==> config.mk <==
export PLATFORM = sky130hd
export DESIGN_NAME = core_seqctl_flat
export DESIGN_NICKNAME = d
export VERILOG_FILES = /design/src/rtl/core_seqctl_if.sv /design/src/rtl/core_seqctl.sv /design/src/flat_wrapper.sv
export SDC_FILE = /design/constraint.sdc
export NUM_CORES = 1
export LEC_CHECK = 0
export CORE_MARGIN = 2
export CORE_UTILIZATION = 42
export DETAILED_ROUTE_END_ITERATION = 10
export GPL_TIMING_DRIVEN = 0
export PLACE_DENSITY = 0.83
export REMOVE_ABC_BUFFERS = 1
export SYNTH_ARGS = -nofsm -noshare
export SYNTH_HDL_FRONTEND = slang
export SYNTH_SLANG_ARGS = --single-unit
==> constraint.sdc <==
create_clock -name clk -period 2.5 [get_ports clk]
set_input_delay 0.375 -clock clk [delete_from_list [all_inputs] [get_ports clk]]
set_output_delay 0.375 -clock clk [all_outputs]
set_load 0.01 [all_outputs]
==> src/rtl/core_seqctl_if.sv <==
// rtl/core_seqctl_if.sv - fetch-side handshake and alureg strobe bundle for core_seqctl
// oICNT exists only when SEQCTL_ICNT_EN is defined.
interface core_seqctl_if #(
    parameter int MYSIZE = 8
`ifdef SEQCTL_ICNT_EN
    , parameter int CNTBIT = 16
`endif
);
    logic [MYSIZE-1:0] iDAT;
    logic              iVLD;
    logic              oRDY;
    logic [MYSIZE-1:0] oDAT;
    logic              oENC;
    logic              oEND;
    logic              oRRD;
    logic              oRWR;
    logic              oDONE;
    logic              oERR;
    logic              oHALT;
`ifdef SEQCTL_ICNT_EN
    logic [CNTBIT-1:0] oICNT;
`endif

    modport slave (
        input  iDAT, iVLD,
        output oRDY, oDAT, oENC, oEND, oRRD, oRWR, oDONE, oERR, oHALT
`ifdef SEQCTL_ICNT_EN
        , output oICNT
`endif
    );

    modport master (
        output iDAT, iVLD,
        input  oRDY, oDAT, oENC, oEND, oRRD, oRWR, oDONE, oERR, oHALT
`ifdef SEQCTL_ICNT_EN
        , input oICNT
`endif
    );
endinterface

==> src/rtl/core_seqctl.sv <==
// rtl/core_seqctl.sv - opcode sequencer driving alureg code/data/read/write strobes
// SEQCTL_ICNT_EN adds the retired-instruction counter oICNT.
module core_seqctl #(
    parameter int MYSIZE = 8
`ifdef SEQCTL_ICNT_EN
    , parameter int CNTBIT = 16
`endif
) (
    input  logic          clk,
    input  logic          rstn,
    core_seqctl_if.slave  bus
);

    typedef enum logic [3:0] {
        S_IDLE, S_ENC, S_WDAT, S_END, S_RRD, S_RWR, S_DONE, S_ERR, S_HALT
    } state_t;

    typedef enum logic [1:0] {
        C_REG, C_IMM, C_HLT, C_BAD
    } cls_t;

    state_t            state_q, state_d;
    logic [MYSIZE-1:0] dat_q, dat_d;
    logic              run_q, run_d;
    cls_t              cls;
    logic              rdy;
    logic              xfer;

    // run_q keeps oRDY low while reset is held, so every output reads 0 in reset.
    assign rdy  = run_q & ((state_q == S_IDLE) | (state_q == S_WDAT));
    assign xfer = rdy & bus.iVLD;
    assign run_d = 1'b1;

    always_comb begin
        cls = C_BAD;
        case (dat_q[7:6])
            2'b01: begin
                if (dat_q[7:0] == 8'h76)
                    cls = C_HLT;
                else if (dat_q[2:0] == 3'b110)
                    cls = C_IMM;
                else
                    cls = C_REG;
            end
            2'b10: cls = (dat_q[2:0] == 3'b110) ? C_IMM : C_REG;
            default: cls = C_BAD;
        endcase
    end

    always_comb begin
        state_d = state_q;
        dat_d   = dat_q;
        case (state_q)
            S_IDLE: begin
                if (xfer) begin
                    dat_d   = bus.iDAT;
                    state_d = S_ENC;
                end
            end
            S_ENC: begin
                case (cls)
                    C_IMM:   state_d = S_WDAT;
                    C_REG:   state_d = S_RRD;
                    C_HLT:   state_d = S_HALT;
                    default: state_d = S_ERR;
                endcase
            end
            S_WDAT: begin
                if (xfer) begin
                    dat_d   = bus.iDAT;
                    state_d = S_END;
                end
            end
            S_END:   state_d = S_RRD;
            S_RRD:   state_d = S_RWR;
            S_RWR:   state_d = S_DONE;
            S_DONE:  state_d = S_IDLE;
            S_ERR:   state_d = S_IDLE;
            S_HALT:  state_d = S_HALT;
            default: state_d = S_IDLE;
        endcase
    end

    always_ff @(posedge clk or negedge rstn) begin
        if (!rstn) begin
            state_q <= S_IDLE;
            dat_q   <= '0;
            run_q   <= 1'b0;
        end else begin
            state_q <= state_d;
            dat_q   <= dat_d;
            run_q   <= run_d;
        end
    end

    assign bus.oRDY  = rdy;
    assign bus.oDAT  = dat_q;
    assign bus.oENC  = (state_q == S_ENC);
    assign bus.oEND  = (state_q == S_END);
    // Register read stays asserted through the write cycle.
    assign bus.oRRD  = (state_q == S_RRD) | (state_q == S_RWR);
    assign bus.oRWR  = (state_q == S_RWR);
    assign bus.oDONE = (state_q == S_DONE);
    assign bus.oERR  = (state_q == S_ERR);
    assign bus.oHALT = (state_q == S_HALT);

`ifdef SEQCTL_ICNT_EN
    logic [CNTBIT-1:0] icnt_q, icnt_d;

    always_comb begin
        icnt_d = icnt_q;
        if (state_q == S_DONE)
            icnt_d = icnt_q + 1'b1;
    end

    always_ff @(posedge clk or negedge rstn) begin
        if (!rstn)
            icnt_q <= '0;
        else
            icnt_q <= icnt_d;
    end

    assign bus.oICNT = icnt_q;
`endif

endmodule
==> src/flat_wrapper.sv <==
// flat-port wrapper written by rule: the top's interface ports become plain ports
module core_seqctl_flat 
#(
    parameter int MYSIZE = 8

)
  (clk, rstn, bus_iDAT, bus_iVLD, bus_oRDY, bus_oDAT, bus_oENC, bus_oEND, bus_oRRD, bus_oRWR, bus_oDONE, bus_oERR, bus_oHALT);
  core_seqctl_if #(.MYSIZE(MYSIZE)) bus_i ();
  input  logic clk;
  input  logic rstn;
  input wire logic [$bits(bus_i.iDAT)-1:0] bus_iDAT;
  input wire logic [$bits(bus_i.iVLD)-1:0] bus_iVLD;
  output wire logic [$bits(bus_i.oRDY)-1:0] bus_oRDY;
  output wire logic [$bits(bus_i.oDAT)-1:0] bus_oDAT;
  output wire logic [$bits(bus_i.oENC)-1:0] bus_oENC;
  output wire logic [$bits(bus_i.oEND)-1:0] bus_oEND;
  output wire logic [$bits(bus_i.oRRD)-1:0] bus_oRRD;
  output wire logic [$bits(bus_i.oRWR)-1:0] bus_oRWR;
  output wire logic [$bits(bus_i.oDONE)-1:0] bus_oDONE;
  output wire logic [$bits(bus_i.oERR)-1:0] bus_oERR;
  output wire logic [$bits(bus_i.oHALT)-1:0] bus_oHALT;
  assign bus_i.iDAT = bus_iDAT;
  assign bus_i.iVLD = bus_iVLD;
  assign bus_oRDY = bus_i.oRDY;
  assign bus_oDAT = bus_i.oDAT;
  assign bus_oENC = bus_i.oENC;
  assign bus_oEND = bus_i.oEND;
  assign bus_oRRD = bus_i.oRRD;
  assign bus_oRWR = bus_i.oRWR;
  assign bus_oDONE = bus_i.oDONE;
  assign bus_oERR = bus_i.oERR;
  assign bus_oHALT = bus_i.oHALT;
  core_seqctl #(.MYSIZE(MYSIZE)) u_core (.clk(clk), .rstn(rstn), .bus(bus_i));
endmodule
==> results of run 1 <==
cell families (layout without fill, tap and decap cells):
kind of cell    after synthesis  after routing
mux                           9              9
flops                        13             13
buf+inv                       6             32
fa+ha+maj                     3              3
compound gates                8              8
simple gates                 24             24
other cells                   1              1
cell usage in the layout, fill, tap and decap left out:
| master | n |
|---|---|
| a21o_1 | 1 |
| a21oi_1 | 2 |
| a221oi_1 | 1 |
| and3b_1 | 1 |
| and4b_1 | 1 |
| clkbuf_1 | 1 |
| clkbuf_4 | 3 |
| clkdlybuf4s50_1 | 26 |
| conb_1 | 1 |
| dfrtp_1 | 13 |
| ha_1 | 3 |
| inv_1 | 2 |
| mux2_2 | 8 |
| mux2i_1 | 1 |
| nand2_1 | 2 |
| nand2_4 | 1 |
| nand2b_1 | 3 |
| nand3b_1 | 2 |
| nor2_1 | 4 |
| nor2b_1 | 2 |
| nor3_1 | 3 |
| nor3b_1 | 2 |
| nor4b_1 | 1 |
| nor4b_4 | 1 |
| o21ai_0 | 1 |
| o21ba_2 | 1 |
| o22ai_1 | 2 |
| or2_2 | 1 |
power by group:
| group | internal, W | switching [W] |
|---|---|---|
| Combinational | 0.000401 | 0.000255 |
| Clock | 0.0000618 | 0.0000661 |
| Sequential | 0.000307 | 0.000143 |
flip-flops by register name (all words and copies together) (netlist names):
register,flops
u_core.bus.oDAT,8
u_core.state_q,4
u_core.run_q,1
final cells by class:
| class | count | share of cell area (%) |
|---|---|---|
| multi-input combinational | 45 | 36.20 |
| sequential | 13 | 32.46 |
| timing repair buffer | 26 | 25.97 |
| clock buffer | 4 | 2.622 |
| tap | 16 | 1.998 |
| inverter | 2 | 0.7491 |
critical path: stages (launching register included):
cell             delay [ps]
dfrtp_1                 510
nand2b_1                260
nor3b_1                 230
clkdlybuf4s50_1         570
stage by stage:
step	total power [W]	cells
global placement	0.001087	102
global route	0.001326	106
floorplan	0.0008006	60
detailed placement	0.001111	102
CTS	0.001244	106
finish	0.001233	106
routing by layer:
metal | share of wire, % | wire (um) | vias up
met5 | 0 | 0 | -
met4 | 1.9 | 27 | 0
met3 | 4.3 | 62 | 4
met2 | 49 | 694 | 12
met1 | 45 | 644 | 257
li1 | - | - | 274
worst max path at each step:
| stage | from | endpoint | slack, ps |
|---|---|---|---|
| floorplan | u_core.bus.oDAT[7]$_DFFE_PN0P_ | u_core.state_q[2]$_DFFE_PN0P_ | 650 |
| global placement | u_core.bus.oDAT[6]$_DFFE_PN0P_ | u_core.state_q[2]$_DFFE_PN0P_ | 570 |
| detailed placement | u_core.bus.oDAT[6]$_DFFE_PN0P_ | u_core.state_q[2]$_DFFE_PN0P_ | 510 |
| CTS | u_core.state_q[3]$_DFFE_PN0P_ | bus_oDONE | 280 |
| global route | u_core.state_q[2]$_DFFE_PN0P_ | bus_oDONE | 170 |
| finish | u_core.state_q[3]$_DFFE_PN0P_ | bus_oDONE | 280 |
==> metrics.cfg, run 1 <==
[yosys]
synth_area_leaders=dfrtp_1 (46%), mux2_2 (13%), ha_1 (5.3%)
ys_warn_count=0
synthTopCellsByCount=dfrtp_1 (13), mux2_2 (8), nor2_1 (4)
synth_edf_count=0
synth.top_cell.area_share_pct=45.61
synth_ff_type=dfrtp_1
synth_cell_type_count=27
synth_area_um2=713.2
postSynthAreaPerCell_um2=11.14
yosys.area.top_type=dfrtp_1
yosysSeqAreaShare_pct=45.61
synth-xor-area-share_pct=0
synthMuxAreaShare_pct=14.04
yosysMostFrequentCell=dfrtp_1
synthArstFlopShare_pct=100.0
synthAdderAreaFrac_pct=5.263
syn_inst=64
synthSimpleGateAreaFrac_pct=23.51
synth-compound-area-share_pct=7.544
ys_ff_latch=13
synth_top_family_by_area=simple AND/OR/NAND/NOR gates

[placement]
portBuffers=26
pre_cts_ws_ps=510.7
gp_congestion=0.6936
hpwl_um=1061
place_area_um2=975.9

[clock_tree]
cts_tree=done
postCtsResizedCells=0
path_clk_slew_ps=80
post_cts_buffers=0
clockBufferDepth=2
cts_buffers=3
clkSinkCount=13
clock_latency_ps=270
htree_levels=1
ctsHoldBuffers=0
cts-root-buf=clkbuf_4

[grt]
grt_pass1_wl_um=2428
use_met3_pct=4.000
grt_pass1_vias=537
grt_max_degree=14
track_usage_pct=16.46
grt_antenna_before_repair=0
grt_util_met1_pct=21.36
overflow=0
grt_most_used_layer=met2
grt_use_met2_pct=26.00

[sta]
finalWorstSetupSlack_ps=278.0
slew_headroom_pct=60.53
clock.fmax_mhz=450.0
final_hold_viol_count=0
final.period_utilization_pct=88.88
fin_hold_ws_ps=474.5
slew_violations=0
grt_setup_unrepaired=false
finalSetupViolCount=0
worst_pin_slew_ps=590.2
totalNegativeSetupSlack_ps=0
period_needed_ps=2222
fin_skew_ps=1.485

[cells_and_area]
nNetsFinal=105
regArea_um2=325.3
fillers=130
drive_gt1_share_pct=16.67
design_area_mm2=0.001002
multi_input_area_um2=362.8
area_delta_synth_final_pct=40.53
post-route-util_pct=65.02
antennaDiodeCount=0

[critical_path]
worst-r2r-setup-slack_ps=490
reg2regPathDepth=8
start_kind=flip-flop
crit_arrival_ps=1850
reg2reg_from=u_core.bus.oDAT[7]$_DFFE_PN0P_
worstReg2RegEnd=u_core.state_q[2]$_DFFE_PN0P_
cp_max_fo=11
cp-end-kind=primary output
worst_ep_required_time_ps=2120
path_class=flip-flop to primary output

[die]
coreArea_mm2=0.001541
rows=14
die_w_um=45.21
design.die.area_mm2=0.002043
io_pins=27
die_h_um=45.21
start_util_pct=46.27

[drt]
vias=547
antenna_left=0
vias_per_cell=5.160
drt_first_pass_iters=2
totalWireLength_um=1428
first_iter_violations=5
drc=0
wl_per_cell_um=13.47

[outcome]
outcome=complete, no violations

[power_and_ir_drop]
ir_drop_mv=0.6985
p_leak_nw=0.4262
pwr_density_cell_mw_per_mm2=1230

[job]
maxCapViolCount=0

[min_path]
hp-class=input pin to asynchronous set/reset pin

(Power assumes the default switching activity.)
==> inputs of run 2 (changes only) <==
GPL_TIMING_DRIVEN = not set   (was 0)
==> metrics.cfg, run 2 (synthesis results as in run 1) <==
[drt]
vias_per_cell=5.406  ; +4.8%
first_iter_violations=12  ; +7
wl_per_cell_um=13.58  ; +0.84%
highest_layer=met4
met3_length_um=96  ; +55%
routedLengthMet1_um=613  ; -4.8%
drc=0  ; unchanged
totalWireLength_um=1440  ; +0.84%
antenna_left=0  ; unchanged
met2_length_um=697  ; +0.43%
drt_first_pass_iters=4  ; +2
vias=573  ; +4.8%

[clock_tree]
postCtsResizedCells=0  ; unchanged
cts_tree=done
post_cts_buffers=0  ; unchanged
path_clk_slew_ps=80  ; about the same
htree_levels=1  ; unchanged
clock_latency_ps=280  ; about the same
cts-root-buf=clkbuf_4
cts_buffers=3  ; unchanged
ctsHoldBuffers=0  ; unchanged
clockBufferDepth=2  ; unchanged
clkSinkCount=13  ; unchanged

[sta]
finalSetupViolCount=0  ; unchanged
slew_violations=0  ; unchanged
clock.fmax_mhz=454.7  ; +1.0%
slew_headroom_pct=61.89  ; +1.4 points
worst_pin_slew_ps=569.8  ; -20.34 ps
fin_skew_ps=3.371  ; +1.886 ps
final_hold_viol_count=0  ; unchanged
totalNegativeSetupSlack_ps=0  ; unchanged
period_needed_ps=2199  ; -22.58 ps
final.period_utilization_pct=87.98  ; -0.90 points
grt_setup_unrepaired=false

[grt]
track_usage_pct=17.33  ; +0.87 points
grt_pass1_vias=570  ; +6.1%
grt_max_degree=14  ; unchanged
grt_pass1_wl_um=2387  ; -1.7%
grt_antenna_before_repair=0  ; unchanged
overflow=0  ; unchanged

[outcome]
outcome=complete, no violations

[critical_path]
crit_arrival_ps=1820  ; -30 ps
start_kind=flip-flop
cp-end-kind=primary output
worst_ep_required_time_ps=2120  ; about the same
cp_max_fo=11  ; unchanged
path_class=flip-flop to primary output

[placement]
gp_congestion=0.7066  ; +1.9%
dpl.cell_count=102  ; unchanged
portBuffers=26  ; unchanged
hpwl_um=1090  ; +2.8%

[die]
io_pins=27  ; unchanged
die_w_um=45.21  ; unchanged
design.die.area_mm2=0.002043  ; unchanged
coreArea_mm2=0.001541  ; unchanged
rows=14  ; unchanged
die_h_um=45.21  ; unchanged
start_util_pct=46.27  ; unchanged

[cells_and_area]
stdcell_count=106  ; unchanged
fillers=123  ; -5.4%
layout_common_cells=clkdlybuf4s50_1 (26), dfrtp_1 (13), mux2_2 (8)
mostFrequentLayoutCell=clkdlybuf4s50_1
largest_reg_flops=8  ; unchanged
nNetsFinal=105  ; unchanged
area_delta_synth_final_pct=40.53  ; unchanged
antennaDiodeCount=0  ; unchanged
drive_gt1_share_pct=16.67  ; unchanged

[min_path]
hp-class=input pin to asynchronous set/reset pin

[job]
maxCapViolCount=0  ; unchanged

[power_and_ir_drop]
pwr_density_cell_mw_per_mm2=1232  ; +0.16%
ir_drop_mv=0.7683  ; +10%
p_leak_nw=0.4262  ; unchanged

[run 2: power breakdown]
group          switching [W]  leakage, nW  total, W  internal (W)
registers           0.000141        0.158  0.000448      0.000307
clock network      0.0000690       0.0150  0.000131     0.0000621
logic               0.000253        0.253  0.000656      0.000403
[run 2: layer usage]
metal  global-route usage [%]  vias to the layer above
li1                         -                      278
met5                        0                        -
met4                    10.59                        0
met2                    25.71                       16
met1                    20.25                      275
met3                    8.000                        4
[run 2: per-stage QoR]
stage,utilization [%],hold slack (ps),power (W),cell area [um2],setup WS (ps)
finish,65.02,452.0,0.001235,1002,300.6
global route,65.02,492.4,0.001335,1002,187.4
global placement,63.31,511.2,0.001094,975.9,543.9
floorplan,-,79.41,0.0008006,695.7,648.4
CTS,65.02,469.5,0.001248,1002,289.0
detailed placement,63.31,531.2,0.001108,975.9,511.4
[run 2: path summary, 6_finish.rpt]
check	startpoint	endpoint	slack, ps	cells after the start
min in group clk	u_core.bus.oDAT[3]$_DFFE_PN0P_	u_core.bus.oDAT[3]$_DFFE_PN0P_	550	1
worst max register to register	u_core.bus.oDAT[6]$_DFFE_PN0P_	u_core.state_q[2]$_DFFE_PN0P_	510	7
worst max-delay path	u_core.state_q[2]$_DFFE_PN0P_	bus_oDONE	300	3
worst min register to register	u_core.bus.oDAT[3]$_DFFE_PN0P_	u_core.bus.oDAT[3]$_DFFE_PN0P_	550	1
max in group asynchronous	rstn	u_core.bus.oDAT[3]$_DFFE_PN0P_	1670	1
worst min-delay path	rstn	u_core.bus.oDAT[2]$_DFFE_PN0P_	450	1
[run 2: cell type report]
cell class,count,area (um2),share of cell area [%]
well taps,16,20.02,1.998
repair buffers,26,260.3,25.97
clock buffers,4,26.28,2.622
multi-input cells,45,362.8,36.20
flip-flops and latches,13,325.3,32.46
inverters,2,7.507,0.7491
[run 2: critical path, stage by stage (launching register included)]
cell,delay (ps)
dfrtp_1,570
nand2b_1,170
nor3b_1,230
clkdlybuf4s50_1,570
==> inputs of run 3 (changes only) <==
TNS_END_PERCENT = 5   (was not set)
==> results of run 3 <==
Final layout, timing and power as in run 2 (identical DEF).
